`src/rtl/wmfifo_rr_drain.sv`:
```
// Round-robin drain of NPORT FIFO heads into one registered valid/stall output stage.
// Optional per-port grant counters: define WMFIFO_RR_DRAIN_PERF_EN.
module wmfifo_rr_drain #(
  parameter int NPORT = 8,
  parameter int WIDTH = 64,
  localparam int SRCW = (NPORT > 2) ? $clog2(NPORT) : 1
) (
  input  logic                   clk,
  input  logic                   reset_n,
  input  logic [NPORT-1:0]       in_empty,
  input  logic [NPORT*WIDTH-1:0] in_data,
  output logic [NPORT-1:0]       in_pop,
  input  logic [NPORT-1:0]       en_mask,
  output logic                   out_vld,
  output logic [WIDTH-1:0]       out_data,
  output logic [SRCW-1:0]        out_src,
  input  logic                   out_stall,
`ifdef WMFIFO_RR_DRAIN_PERF_EN
  output logic [NPORT*32-1:0]    perf_gnt_cnt,
  input  logic                   perf_clr,
`endif
  output logic                   idle
);

  // Handshake: an entry leaves the output stage on any edge where out_vld=1 and
  // out_stall=0; a new head is popped (in_pop) in the same cycle it is loaded.

  logic             r_out_vld;
  logic [WIDTH-1:0] r_out_data;
  logic [SRCW-1:0]  r_out_src;
  logic [SRCW-1:0]  r_rr_ptr;
  logic             r_idle;

  logic [NPORT-1:0] w_req;
  logic [NPORT-1:0] w_gnt;
  logic [SRCW-1:0]  w_gnt_idx;
  logic             w_found;
  logic             w_load;
  logic             w_vld_next;

  assign w_req = ~in_empty & en_mask;

  // Reset gating keeps in_pop quiet while the output stage is being cleared.
  assign w_load = reset_n & (|w_req) & (~r_out_vld | ~out_stall);

  always_comb begin
    w_gnt     = '0;
    w_gnt_idx = '0;
    w_found   = 1'b0;
    for (int k = 0; k < NPORT; k++) begin
      int idx;
      idx = int'(r_rr_ptr) + k;
      if (idx >= NPORT) idx = idx - NPORT;
      if (!w_found && w_req[idx]) begin
        w_found    = 1'b1;
        w_gnt[idx] = 1'b1;
        w_gnt_idx  = SRCW'(idx);
      end
    end
  end

  assign in_pop     = w_load ? w_gnt : '0;
  assign w_vld_next = w_load | (r_out_vld & out_stall);

  always_ff @(posedge clk or negedge reset_n) begin
    if (!reset_n) begin
      r_out_vld  <= 1'b0;
      r_out_data <= '0;
      r_out_src  <= '0;
      r_rr_ptr   <= '0;
      r_idle     <= 1'b1;
    end else begin
      r_out_vld <= w_vld_next;
      r_idle    <= ~w_vld_next & ~(|w_req);
      if (w_load) begin
        r_out_data <= in_data[int'(w_gnt_idx)*WIDTH +: WIDTH];
        r_out_src  <= w_gnt_idx;
        r_rr_ptr   <= (w_gnt_idx == SRCW'(NPORT-1)) ? '0 : w_gnt_idx + 1'b1;
      end
    end
  end

  assign out_vld  = r_out_vld;
  assign out_data = r_out_data;
  assign out_src  = r_out_src;
  assign idle     = r_idle;

`ifdef WMFIFO_RR_DRAIN_PERF_EN
  logic [31:0] r_perf [NPORT];

  for (genvar g = 0; g < NPORT; g++) begin : g_perf
    // Clear wins over a same-cycle increment; counts stick at all-ones.
    always_ff @(posedge clk or negedge reset_n) begin
      if (!reset_n) begin
        r_perf[g] <= '0;
      end else if (perf_clr) begin
        r_perf[g] <= '0;
      end else if (w_load && w_gnt[g] && (r_perf[g] != 32'hFFFF_FFFF)) begin
        r_perf[g] <= r_perf[g] + 32'd1;
      end
    end
    assign perf_gnt_cnt[g*32 +: 32] = r_perf[g];
  end
`endif

endmodule

```
`config.mk`:
```
export PLATFORM = sky130hd
export DESIGN_NAME = wmfifo_rr_drain
export DESIGN_NICKNAME = d
export VERILOG_FILES = /design/src/rtl/wmfifo_rr_drain.sv
export SDC_FILE = /design/constraint.sdc
export NUM_CORES = 1
export LEC_CHECK = 0
export ABC_AREA = 1
export BUFFER_PORTS_ARGS = -buffer_cell sky130_fd_sc_hd__buf_2
export CORE_AREA = 2 2 240 242
export CTS_BUF_LIST = sky130_fd_sc_hd__clkbuf_8
export DETAILED_ROUTE_END_ITERATION = 10
export DIE_AREA = 0 0 242 244
export SLEW_MARGIN = 25
export SYNTH_ARGS = -nofsm -noshare
export SYNTH_HDL_FRONTEND = slang
export SYNTH_SLANG_ARGS = --single-unit
```
`constraint.sdc`:
```
create_clock -name clk -period 4.89 [get_ports clk]
set_input_delay 0.978 -clock clk [delete_from_list [all_inputs] [get_ports clk]]
set_output_delay 0.978 -clock clk [all_outputs]
set_load 0.01 [all_outputs]
```
* Word-level counts from Yosys, hierarchy flattened
Index checks and enable logic that the tools add are counted.
Word-level totals: register bits 72, word-level logic and storage cells 162
Cells by class: $add $sub $neg 16, order comparisons 24, equal/unequal tests 1, shifts and indexed selects 1, multiplexer cells 73, bitwise gates (word level) 19, reduce and logical (&&, ||, !) cells 23
Operators with widths (number):
- indexed part select 512 x 10 -> 64 bit | 1
- >= comparator 32 x 1 -> 1 bit, second input constant | 8
- < comparator 32 x 5 -> 1 bit, second input constant | 8
- two-way mux 32 bit | 8
- two-way mux 8 bit | 9
- OR 8 bit | 7
- subtractor 4 x 4 -> 5 bit, second input constant | 7
- two-way mux 1 bit | 31
- >= comparator 4 bit, second input constant | 7
- two-way mux 3 bit | 9
- binary-select mux 1 bit (select 3 bit) | 8
- demux 1 bit (select 3 bit) | 8
- adder 3 x 3 -> 4 bit, second input constant | 4
- logical AND 1 bit | 15
- adder 3 x 2 -> 4 bit, second input constant | 2
- AND 8 bit | 1
- NOT 8 bit | 1
- OR reduction 8 bit | 1
- logical NOT 1 bit | 7
- subtractor 3 x 4 -> 5 bit, second input constant | 1
- adder 3 x 1 -> 4 bit, second input constant | 1
- AND 1 bit | 4
- >= comparator 3 x 4 -> 1 bit, second input constant | 1
- NOT 1 bit | 4
- 3 further kinds | 4

* Logic depth before layout (Yosys ltp)
Gate-level depths: netlist of the first run.
word-level depth 29, mapped depth 26, mapped depth without buffers 22

* Least setup slack after synthesis of the first run
OpenSTA, ideal clock, no wires.
kind flip-flop to output port, start reg (tool-made name), end out in_pop[0], arrival 3027 ps, path slack 885 ps, cell stages (with the launch flop) 20, buffers on the path 4, path through dfrtp_1 > inv_2 > buf_2 > buf_1 > ha_1 > buf_2 > inv_1 > buf_4 > nand3_1 > nand2_1 > nand2_1 > nand2_2 > inv_1 > nor2_2 > nand4_1 > inv_1 > o21ai_0 > o21ai_0 > a21oi_1 > nor2_1
RTL lines:
- end, declared | RTL line 12 | output logic [NPORT-1:0] in_pop,

* Worst setup path after layout of the first run
start reg r_rr_ptr[1], end out in_pop[4]
Between the ends: longest elaborated chain between the ends 28, elaborated cells on any way between the ends 132
Ends and longest elaborated chain:
- start, declared | RTL line 31 | logic [SRCW-1:0] r_rr_ptr;
- start signal, assigned | RTL line 78 | r_rr_ptr <= (w_gnt_idx == SRCW'(NPORT-1)) ? '0 : w_gnt_idx + 1'b1;
- parallel branches: the longest is 26 deep, another holds >= comparator 32 x 1 -> 1 bit
- two-way mux 8 bit * | RTL line 54 | if (!w_found && w_req[idx]) begin
- two-way mux 8 bit * | RTL line 62 | assign in_pop = w_load ? w_gnt : '0;
Mark *: on every way between the ends. The select of a mux whose other input is x is not followed.

==> results of run 1 <==
[sequential cells by signal, indices dropped and copies added (netlist names), named ones only]
signal    cells
idle          1
out_data     64
out_src       3
out_vld       1
r_rr_ptr      2
[cell usage after synthesis, drive strengths merged (3+ instances only)]
| master | number | area, um^2 |
|---|---|---|
| a211oi | 4 | 30.03 |
| a21oi | 10 | 50.05 |
| a31oi | 5 | 31.28 |
| buf | 97 | 614.3 |
| clkbuf | 36 | 135.1 |
| dfrtp | 71 | 1777 |
| ha | 10 | 125.1 |
| inv | 234 | 885.8 |
| nand2 | 683 | 2624 |
| nand3 | 506 | 2547 |
| nand4 | 44 | 281.5 |
| nor2 | 39 | 183.9 |
| nor3 | 8 | 40.04 |
| o21ai | 47 | 235.2 |
| o221ai | 3 | 26.28 |
| o22ai | 3 | 18.77 |
[worst max-delay path, cell delays in order, from the launching register on]
cell	delay [ns]
dfrtp_1	0.40
clkinvlp_4	0.26
ha_1	0.43
inv_1	0.16
nand3_1	0.16
nand2_1	0.09
nand2_1	0.05
nand2_1	0.07
nand3_2	0.10
nor2_2	0.13
nand4_1	0.14
inv_1	0.17
o21ai_0	0.34
o211ai_1	0.30
nand2_1	0.07
inv_1	0.09
buf_2	0.14
[cell usage in the layout (no fill, tap or decap), drive strengths merged, types with 2 or more instances in the layout]
master,n
ha,10
bufinv,2
nor3,8
o22ai,3
nor2,39
a31oi,5
nand3,506
inv,235
a21boi,2
o21ai,47
a211oi,4
diode,8
o221ai,3
xnor2,2
nand4,44
o211ai,2
a21oi,10
a221oi,2
nor4,2
o31ai,2
clkinv,2
nand2,683
buf,646
clkbuf,9
clkinvlp,3
dfrtp,71
[layout make-up]
| cell class | count | area, um^2 | share of cell area |
|---|---|---|---|
| multi-input cells | 1378 | 6361 | 0.4651 |
| repair buffers | 646 | 3433 | 0.2510 |
| flip-flops and latches | 72 | 1803 | 0.1318 |
| well taps | 756 | 945.9 | 0.06915 |
| inverters | 235 | 894.6 | 0.06540 |
| clock buffers | 9 | 123.9 | 0.009056 |
| clock inverters | 7 | 96.34 | 0.007044 |
| diodes | 8 | 20.02 | 0.001464 |
[how the worst min path moves through the flow]
stage,end,slack (ns)
after global routing,out_data[53],0.50
after floorplan,out_data[0],0.52
final,out_data[15],0.49
after global placement,out_data[31],0.46
after CTS,out_src[2],0.49
after detailed placement,out_data[36],0.46
[through the flow]
step             util  instances  cell area [um^2]
5_1_grt        0.2434       3108             13670
2_1_floorplan       -       1818              9764
3_3_place_gp   0.2392       3087             13430
4_1_cts        0.2431       3103             13650
3_5_place_dp   0.2392       3087             13430
6_report       0.2435       3111             13680
[routing by layer]
layer | vias to the layer above | share of wire
met3 | 108 | 0.072
met5 | - | 0.00073
met4 | 6 | 0.048
met1 | 6406 | 0.40
met2 | 672 | 0.48
li1 | 6898 | -
[cells by family (layout without fill, tap and decap cells)]
kind of cell | count (synthesis) | after routing | synth area share
simple gates | 1283 | 1283 | 0.5833
buf+inv | 368 | 897 | 0.1679
compound gates | 83 | 83 | 0.04959
flops | 72 | 72 | 0.1846
fa+ha+maj | 10 | 10 | 0.01281
xor+xnor | 2 | 2 | 0.001794
other cells | 0 | 8 | 0
[repair_timing]
item                       CTS  global route
setup endpoints to repair    0             5
hold buffers                 0             0
resized for setup            0             1
==> results.py, run 1 <==
metrics = {
    "sta": {
        "rsz0062_at_grt": "no",
        "finalCriticalPeriod_ns": 4.516,
        "max_freq_ghz": 0.2214,
        "tns_ns": 0,
        "worst_pin_slew_ns": 0.8794,
        "hold_ws_ns": 0.4851,
        "fin_ws_ns": 0.3737,
        "finalCritPeriodShare": 0.9236,
        "drv_slew": 0,
        "slew_headroom": 0.4075,
        "setup-violations-final": 0,
        "finalHoldViolCount": 0,
        "clock_skew_ns": 0.02143,
    },
    "global_routing": {
        "grt-ovfl-total": 0,
        "grt_pass1_vias": 13150,
        "antenna_found_initial": 15,
        "grt_pass1_wl_um": 80110,
        "grt_util_met1": 0.2111,
        "grt_usage": 0.1782,
        "gr-max-usage-layer": "met2",
        "met2_usage": 0.3062,
        "met3_usage": 0.03676,
        "grt_max_degree": 135,
    },
    "setup_path": {
        "critPathLaunchType": "flip-flop",
        "end_kind": "primary output",
        "critPathKind": "reg2out",
        "rrSetupSlack_ns": 0.94,
        "required_ns": 3.91,
        "reg2reg_depth": 19,
        "rr_endpoint": "out_data[52]",
        "critPathLaunch": "r_rr_ptr[1]",
        "r2r_start": "r_rr_ptr[1]",
        "worstPathArrival_ns": 3.54,
        "cp_max_fo": 12,
        "crit_end": "in_pop[4]",
    },
    "routing": {
        "final_antenna_net_count": 0,
        "totalWireLength_um": 54870,
        "num_vias": 14090,
        "via_per_inst": 4.529,
        "avgRoutedWirePerCell_um": 17.64,
        "drtIter0Drc": 817,
        "drt_first_pass_iters": 7,
        "drc_errors": 0,
    },
    "placed_design": {
        "hpwl_um": 43080,
        "place_ws_ns": 0.7699,
        "io_buffers": 607,
        "place_congestion": 0.9261,
    },
    "clocking": {
        "clock_path_buffers": 2,
        "clock_sinks": 72,
        "postCtsSetupRepairBufs": 0,
        "htree_levels": 3,
        "worstSkewPairLatency_ns": 0.43,
        "root_buffer": "clkbuf_8",
        "cts_tree": "done",
        "cts_made_buffers": 9,
        "clk_pin_slew_ns": 0.10,
    },
    "min_path": {
        "hp-start": "out_data[15]",
        "hold_class": "reg2reg",
        "whs_path_depth": 2,
    },
    "yosys": {
        "ys.flop_type": "dfrtp_1",
        "synthCells": 1818,
        "ys_types": 41,
        "synth_edf_count": 0,
        "ys_ff_latch": 72,
        "yosys_warnings": 0,
        "synth_nets": 2359,
        "syn_avg_cell_area_um2": 5.371,
        "synth_area_um2": 9764,
        "async_reset_ff_frac": 1.000,
        "synth_seq_area_share": 0.1846,
    },
    "die": {
        "die_w_um": 242,
        "die_y_um": 244,
        "core_um2": 56170,
        "rows": 87,
        "io_pins": 608,
        "dieArea_um2": 59050,
        "floorplan.initialDensity": 0.1738,
    },
    "layout": {
        "layout.nets": 2883,
        "drive_gt1_frac": 0.3000,
        "fill_cells": 6710,
        "area_growth_pct": 40.08,
    },
    "run": {
        "cap_violations": 0,
    },
    "status": {
        "status": "finished clean",
    },
}
Power of run 1 is not shown: default switching activity piles up to over one toggle a cycle in this logic, so the estimate is an artifact.
==> run 2, diff against run 1 <==
--- a/config.mk
+++ b/config.mk
@@ -5,12 +5,11 @@
 export SDC_FILE = /design/constraint.sdc
 export NUM_CORES = 1
 export LEC_CHECK = 0
-export ABC_AREA = 1
 export BUFFER_PORTS_ARGS = -buffer_cell sky130_fd_sc_hd__buf_2
-export CORE_AREA = 2 2 240 242
+export CORE_AREA = 2 2 237 239
 export CTS_BUF_LIST = sky130_fd_sc_hd__clkbuf_8
 export DETAILED_ROUTE_END_ITERATION = 10
-export DIE_AREA = 0 0 242 244
+export DIE_AREA = 0 0 239 241
 export SLEW_MARGIN = 25
 export SYNTH_ARGS = -nofsm -noshare
 export SYNTH_HDL_FRONTEND = slang
==> run 2 against run 1 <==
Effect of this change:
- core utilization down 0.49 points
- sequential share of layout area up 0.59 points
- area after synthesis down 12%
- clock-buffer cell count up 3
- critical path depth down 4
- synthesized cell count down 41%
- first-iteration DRC count down 39%
- critical path type is now in2out
- highest routed layer unchanged
==> results.py, run 2 <==
metrics = {
    "die": {
        "floorplan.initialDensity": 0.1570,
        "rows": 86,
        "io_pins": 608,
        "dieArea_um2": 57600,
        "core_um2": 54880,
        "die_w_um": 239,
        "die_y_um": 241,
    },
    "routing": {
        "via_per_inst": 4.449,
        "totalWireLength_um": 48420,
        "final_antenna_net_count": 0,
        "drt_first_pass_iters": 5,
        "drc_errors": 0,
        "drtIter0Drc": 495,
        "avgRoutedWirePerCell_um": 20.28,
        "num_vias": 10630,
    },
    "layout": {
        "layout.nets": 2207,
        "largest_reg_flops": 64,
        "final_cell_mix": "buf_2 (606), nand2_1 (230), mux2i_1 (219), nand3_1 (94), nor2_1 (77)",
        "fill_cells": 6197,
        "drive_gt1_frac": 0.4572,
        "layout_commonest_cell": "buf_2",
        "area_growth_pct": 52.00,
    },
    "yosys": {
        "synth_seq_area_share": 0.2092,
        "ys.flop_type": "dfrtp_1",
        "synthTopCellsByArea": "mux2i_1 (26%), dfrtp_1 (21%), nand2_1 (10%)",
        "synth_edf_count": 0,
        "ys_ff_latch": 72,
        "syn_avg_cell_area_um2": 7.971,
        "ys_types": 66,
        "synthCells": 1081,
        "yosysTopAreaCellShare": 0.2590,
        "synth_nets": 1622,
        "synth_area_um2": 8617,
        "yosys.cell_count.top_type": "nand2_1",
        "async_reset_ff_frac": 1.000,
        "synthTopCellsByCount": "nand2_1 (230), mux2i_1 (223), nand3_1 (94)",
        "yosysTopAreaCell": "mux2i_1",
        "yosys_warnings": 0,
    },
    "global_routing": {
        "gr-max-usage-layer": "met2",
        "grt_pass1_wl_um": 66900,
        "met2_usage": 0.2746,
        "grt-ovfl-total": 0,
        "antenna_found_initial": 28,
        "grt_util_met1": 0.1852,
        "grt_max_degree": 111,
        "met3_usage": 0.04964,
        "grt_pass1_vias": 10160,
        "grt_usage": 0.1608,
    },
    "sta": {
        "tns_ns": 0,
        "drv_slew": 0,
        "setup-violations-final": 0,
        "worst_pin_slew_ns": 0.9881,
        "max_freq_ghz": 0.2109,
        "finalHoldViolCount": 0,
        "slew_headroom": 0.3397,
        "clock_skew_ns": 0.01467,
        "finalCriticalPeriod_ns": 4.742,
        "finalCritPeriodShare": 0.9698,
        "rsz0062_at_grt": "no",
    },
    "clocking": {
        "htree_levels": 3,
        "postCtsSetupRepairBufs": 0,
        "worstSkewPairLatency_ns": 0.43,
        "ctsHoldBuffers": 0,
        "clock_sinks": 72,
        "cts_tree": "done",
        "clk_pin_slew_ns": 0.09,
        "root_buffer": "clkbuf_8",
        "cts_made_buffers": 9,
        "clock_path_buffers": 2,
    },
    "status": {
        "status": "finished clean",
    },
    "setup_path": {
        "cp_max_fo": 4,
        "critPathKind": "in2out",
        "critPathLaunchType": "primary input",
        "required_ns": 3.91,
        "worstPathArrival_ns": 3.76,
        "end_kind": "primary output",
    },
    "run": {
        "cap_violations": 0,
    },
    "placed_design": {
        "io_buffers": 607,
        "hpwl_um": 40100,
        "place_congestion": 0.8779,
    },
    "min_path": {
        "hold_class": "reg2reg",
    },
}
-- run 2: cell types whose count changed after synthesis, sizes merged, moves of 26 or more --
cell / before / now
a211oi: 4 / 31
a31oi: 5 / 42
and2: 0 / 26
buf: 97 / 38
inv: 234 / 7
mux2: 0 / 28
mux2i: 0 / 224
nand2: 683 / 230
nand3: 506 / 94
nand4: 44 / 2
nor2: 39 / 79
o21ai: 47 / 9
-- run 2: path summary, 6_finish.rpt --
path,start,to,slack [ns],cells after the start
worst max-delay path,en_mask[1],in_pop[0],0.15,12
worst min-delay path,out_src[1],out_src[1],0.50,2
worst max register to register,flip-flop,out_data[20],0.61,13
worst min register to register,out_src[1],out_src[1],0.50,2
max in group asynchronous,reset_n,out_data[37],3.24,2
min in group asynchronous,reset_n,out_data[12],0.53,1
-- run 2: timing repair --
action | 4_1_cts | 5_1_grt
endpoints found under the setup margin | 4 | 8
cloned | 0 | 0
endpoints found under the hold margin | 0 | 0
gates resized for setup | 4 | 14
-- run 2: area by class of cell --
type | count | area [um^2] | area share
Multi-Input combinational cell | 912 | 6472 | 0.4942
Sequential cell | 72 | 1804 | 0.1378
Clock inverter | 4 | 75.07 | 0.005732
Inverter | 7 | 36.28 | 0.002770
Tap cell | 704 | 880.8 | 0.06725
Antenna cell | 13 | 32.53 | 0.002484
Clock buffer | 12 | 165.2 | 0.01261
Timing Repair Buffer | 664 | 3631 | 0.2772
-- run 2: routing by layer --
layer,vias to the layer above,part of all wire
li1,5100,-
met1,4902,0.39
met2,526,0.48
met3,87,0.089
met4,10,0.039
met5,-,0.0014
-- run 2: worst max-delay path: stages --
cell and delay, ns:
buf_2 0.10, nor2b_1 0.19, mux4_2 0.55, mux2i_4 0.22
nand4_4 0.12, or4_1 0.62, o21ai_1 0.19, buf_4 0.13
mux2_2 0.16, nor2_1 0.05, a311oi_2 0.27, buf_2 0.20
-- run 2: per-stage QoR --
stage	utilization	setup slack [ns]	hold slack, ns	area [um^2]	instances
floorplan	-	0.4278	0.4904	8617	1081
global placement	0.2325	0.05162	0.4614	12760	2359
detailed placement	0.2325	0.01214	0.4751	12760	2359
CTS	0.2371	-0.05837	0.4832	13010	2375
global route	0.2385	0.0007532	0.4998	13090	2385
finish	0.2387	0.1477	0.4967	13100	2388
-- run 2: cell families after synthesis --
logic type,Yosys count,share of synthesized area
AND/OR/NAND/NOR,487,0.2532
multiplexers,262,0.3238
AO/OA/AOI/OAI,146,0.1369
buffers and inverters,97,0.05256
flip-flops,72,0.2092
adder cells (fa/ha/maj),10,0.01452
XOR/XNOR,7,0.009728
Power of run 2 is left out for the same reason.
==> run 3, diff against run 2 <==
--- a/config.mk
+++ b/config.mk
@@ -7,9 +7,9 @@
 export LEC_CHECK = 0
 export BUFFER_PORTS_ARGS = -buffer_cell sky130_fd_sc_hd__buf_2
 export CORE_AREA = 2 2 237 239
-export CTS_BUF_LIST = sky130_fd_sc_hd__clkbuf_8
 export DETAILED_ROUTE_END_ITERATION = 10
 export DIE_AREA = 0 0 239 241
+export SKIP_LAST_GASP = 1
 export SLEW_MARGIN = 25
 export SYNTH_ARGS = -nofsm -noshare
 export SYNTH_HDL_FRONTEND = slang
==> run 3 against run 2 <==
Effect of this change:
- cell count is essentially flat
- non-clock buffer count is the same
- critical path depth is the same
- core utilization grew 0.18 points
- register-to-register slack lost 0.08 ns
- via count grew 0.27%
- hold slack lost 0.0030 ns
- routed wire length shrank 0.12%
- clock skew shrank 0.0039 ns
- first-iteration DRC count grew 4.8%
==> results.py, run 3 (synthesis results as in run 2) <==
metrics = {
    "die": {
        "die_y_um": 241,
        "die_w_um": 239,
        "core_um2": 54880,
        "io_pins": 608,
        "rows": 86,
        "dieArea_um2": 57600,
        "floorplan.initialDensity": 0.1570,
    },
    "clocking": {
        "htree_levels": 3,
        "root_buffer": "clkbuf_16",
        "ctsHoldBuffers": 0,
        "cts_made_buffers": 9,
        "clk_pin_slew_ns": 0.06,
        "cts_tree": "done",
        "clock_sinks": 72,
        "clock_path_buffers": 2,
        "worstSkewPairLatency_ns": 0.38,
    },
    "layout": {
        "final_cell_mix": "buf_2 (606), nand2_1 (230), mux2i_1 (219), nand3_1 (94), nor2_1 (77)",
        "layout.nets": 2207,
        "fill_cells": 6185,
        "layout_commonest_cell": "buf_2",
        "largest_reg_flops": 64,
        "multi_input_area_um2": 6474,
        "drive_gt1_frac": 0.4554,
        "area_growth_pct": 53.11,
        "regArea_um2": 1803,
    },
    "sta": {
        "clock_skew_ns": 0.01074,
        "finalCritPeriodShare": 0.9675,
        "finalCriticalPeriod_ns": 4.731,
        "rsz0062_at_grt": "no",
        "tns_ns": 0,
        "setup-violations-final": 0,
        "finalHoldViolCount": 0,
        "drv_slew": 0,
        "slew_headroom": 0.3296,
        "worst_pin_slew_ns": 1.003,
        "max_freq_ghz": 0.2114,
    },
    "routing": {
        "drt_first_pass_iters": 6,
        "drc_errors": 0,
        "num_vias": 10650,
        "drtIter0Drc": 519,
        "via_per_inst": 4.465,
        "final_antenna_net_count": 0,
        "avgRoutedWirePerCell_um": 20.27,
        "totalWireLength_um": 48360,
    },
    "global_routing": {
        "grt-ovfl-total": 0,
        "grt_pass1_wl_um": 66920,
        "grt_usage": 0.1610,
        "grt_pass1_vias": 10140,
        "antenna_found_initial": 27,
        "grt_max_degree": 111,
    },
    "min_path": {
        "hold_class": "reg2reg",
    },
    "placed_design": {
        "hpwl_um": 40100,
        "io_buffers": 607,
        "place_congestion": 0.8779,
    },
    "setup_path": {
        "critPathKind": "in2out",
        "end_kind": "primary output",
        "critPathLaunchType": "primary input",
        "required_ns": 3.91,
        "worstPathArrival_ns": 3.75,
        "cp_max_fo": 4,
    },
    "run": {
        "cap_violations": 0,
    },
    "status": {
        "status": "finished clean",
    },
}
-- run 3: changes by cell type in the layout (fill, tap and decap cells not counted), sizes merged --
cell,delta
diode,-2
-- run 3: worst max-delay path, stage by stage --
cell and delay, ns:
buf_2 0.10, nor2b_1 0.19, mux4_2 0.55, mux2i_4 0.22
nand4_4 0.12, or4_1 0.62, o21ai_1 0.18, buf_4 0.13
mux2_2 0.16, nor2_1 0.05, a311oi_2 0.27, buf_2 0.19
-- run 3: final timing paths --
kind	from	slack, ns	end	cells after the start
hold reg to reg	out_src[0]	0.49	out_src[0]	2
max in group asynchronous	reset_n	3.19	out_data[37]	2
hold / removal	out_src[0]	0.49	out_src[0]	2
setup / recovery	en_mask[1]	0.16	in_pop[0]	12
min in group asynchronous	reset_n	0.58	r_rr_ptr[2]	1
setup reg to reg	flip-flop	0.53	out_data[20]	14
-- run 3: final cells by class --
class	instances	share of cell area
Clock inverter	4	0.005690
Multi-Input combinational cell	912	0.4907
Timing Repair Buffer	664	0.2752
Inverter	7	0.002750
Clock buffer	12	0.02020
Tap cell	704	0.06676
Sequential cell	72	0.1367
Antenna cell	11	0.002086
-- run 3: metal layers --
| layer | track usage | up-vias | share of wire |
|---|---|---|---|
| met1 | 0.1857 | 4884 | 0.39 |
| met3 | 0.04964 | 96 | 0.091 |
| li1 | - | 5102 | - |
| met4 | 0.07064 | 10 | 0.044 |
| met5 | 0 | - | 0.0014 |
| met2 | 0.2743 | 562 | 0.48 |
-- run 3: per-stage QoR --
step | instances | hold WS (ns) | setup slack [ns] | util | area (um^2)
after floorplan | 1081 | 0.4904 | 0.4278 | - | 8617
after global placement | 2359 | 0.4614 | 0.05162 | 0.2325 | 12760
after detailed placement | 2359 | 0.4751 | 0.01214 | 0.2325 | 12760
after CTS | 2375 | 0.4941 | 0.01919 | 0.2390 | 13120
after global routing | 2383 | 0.5142 | 0.001846 | 0.2403 | 13190
final | 2386 | 0.4936 | 0.1591 | 0.2404 | 13190
-- run 3: timing repair --
item | 4_1_cts | 5_1_grt
gates resized for setup | 3 | 12
endpoints found under the setup margin | 2 | 8
buffers inserted | 0 | 0
hold endpoints to repair | 0 | 0
pin swaps | 0 | 0
Power of run 3 is left out for the same reason.
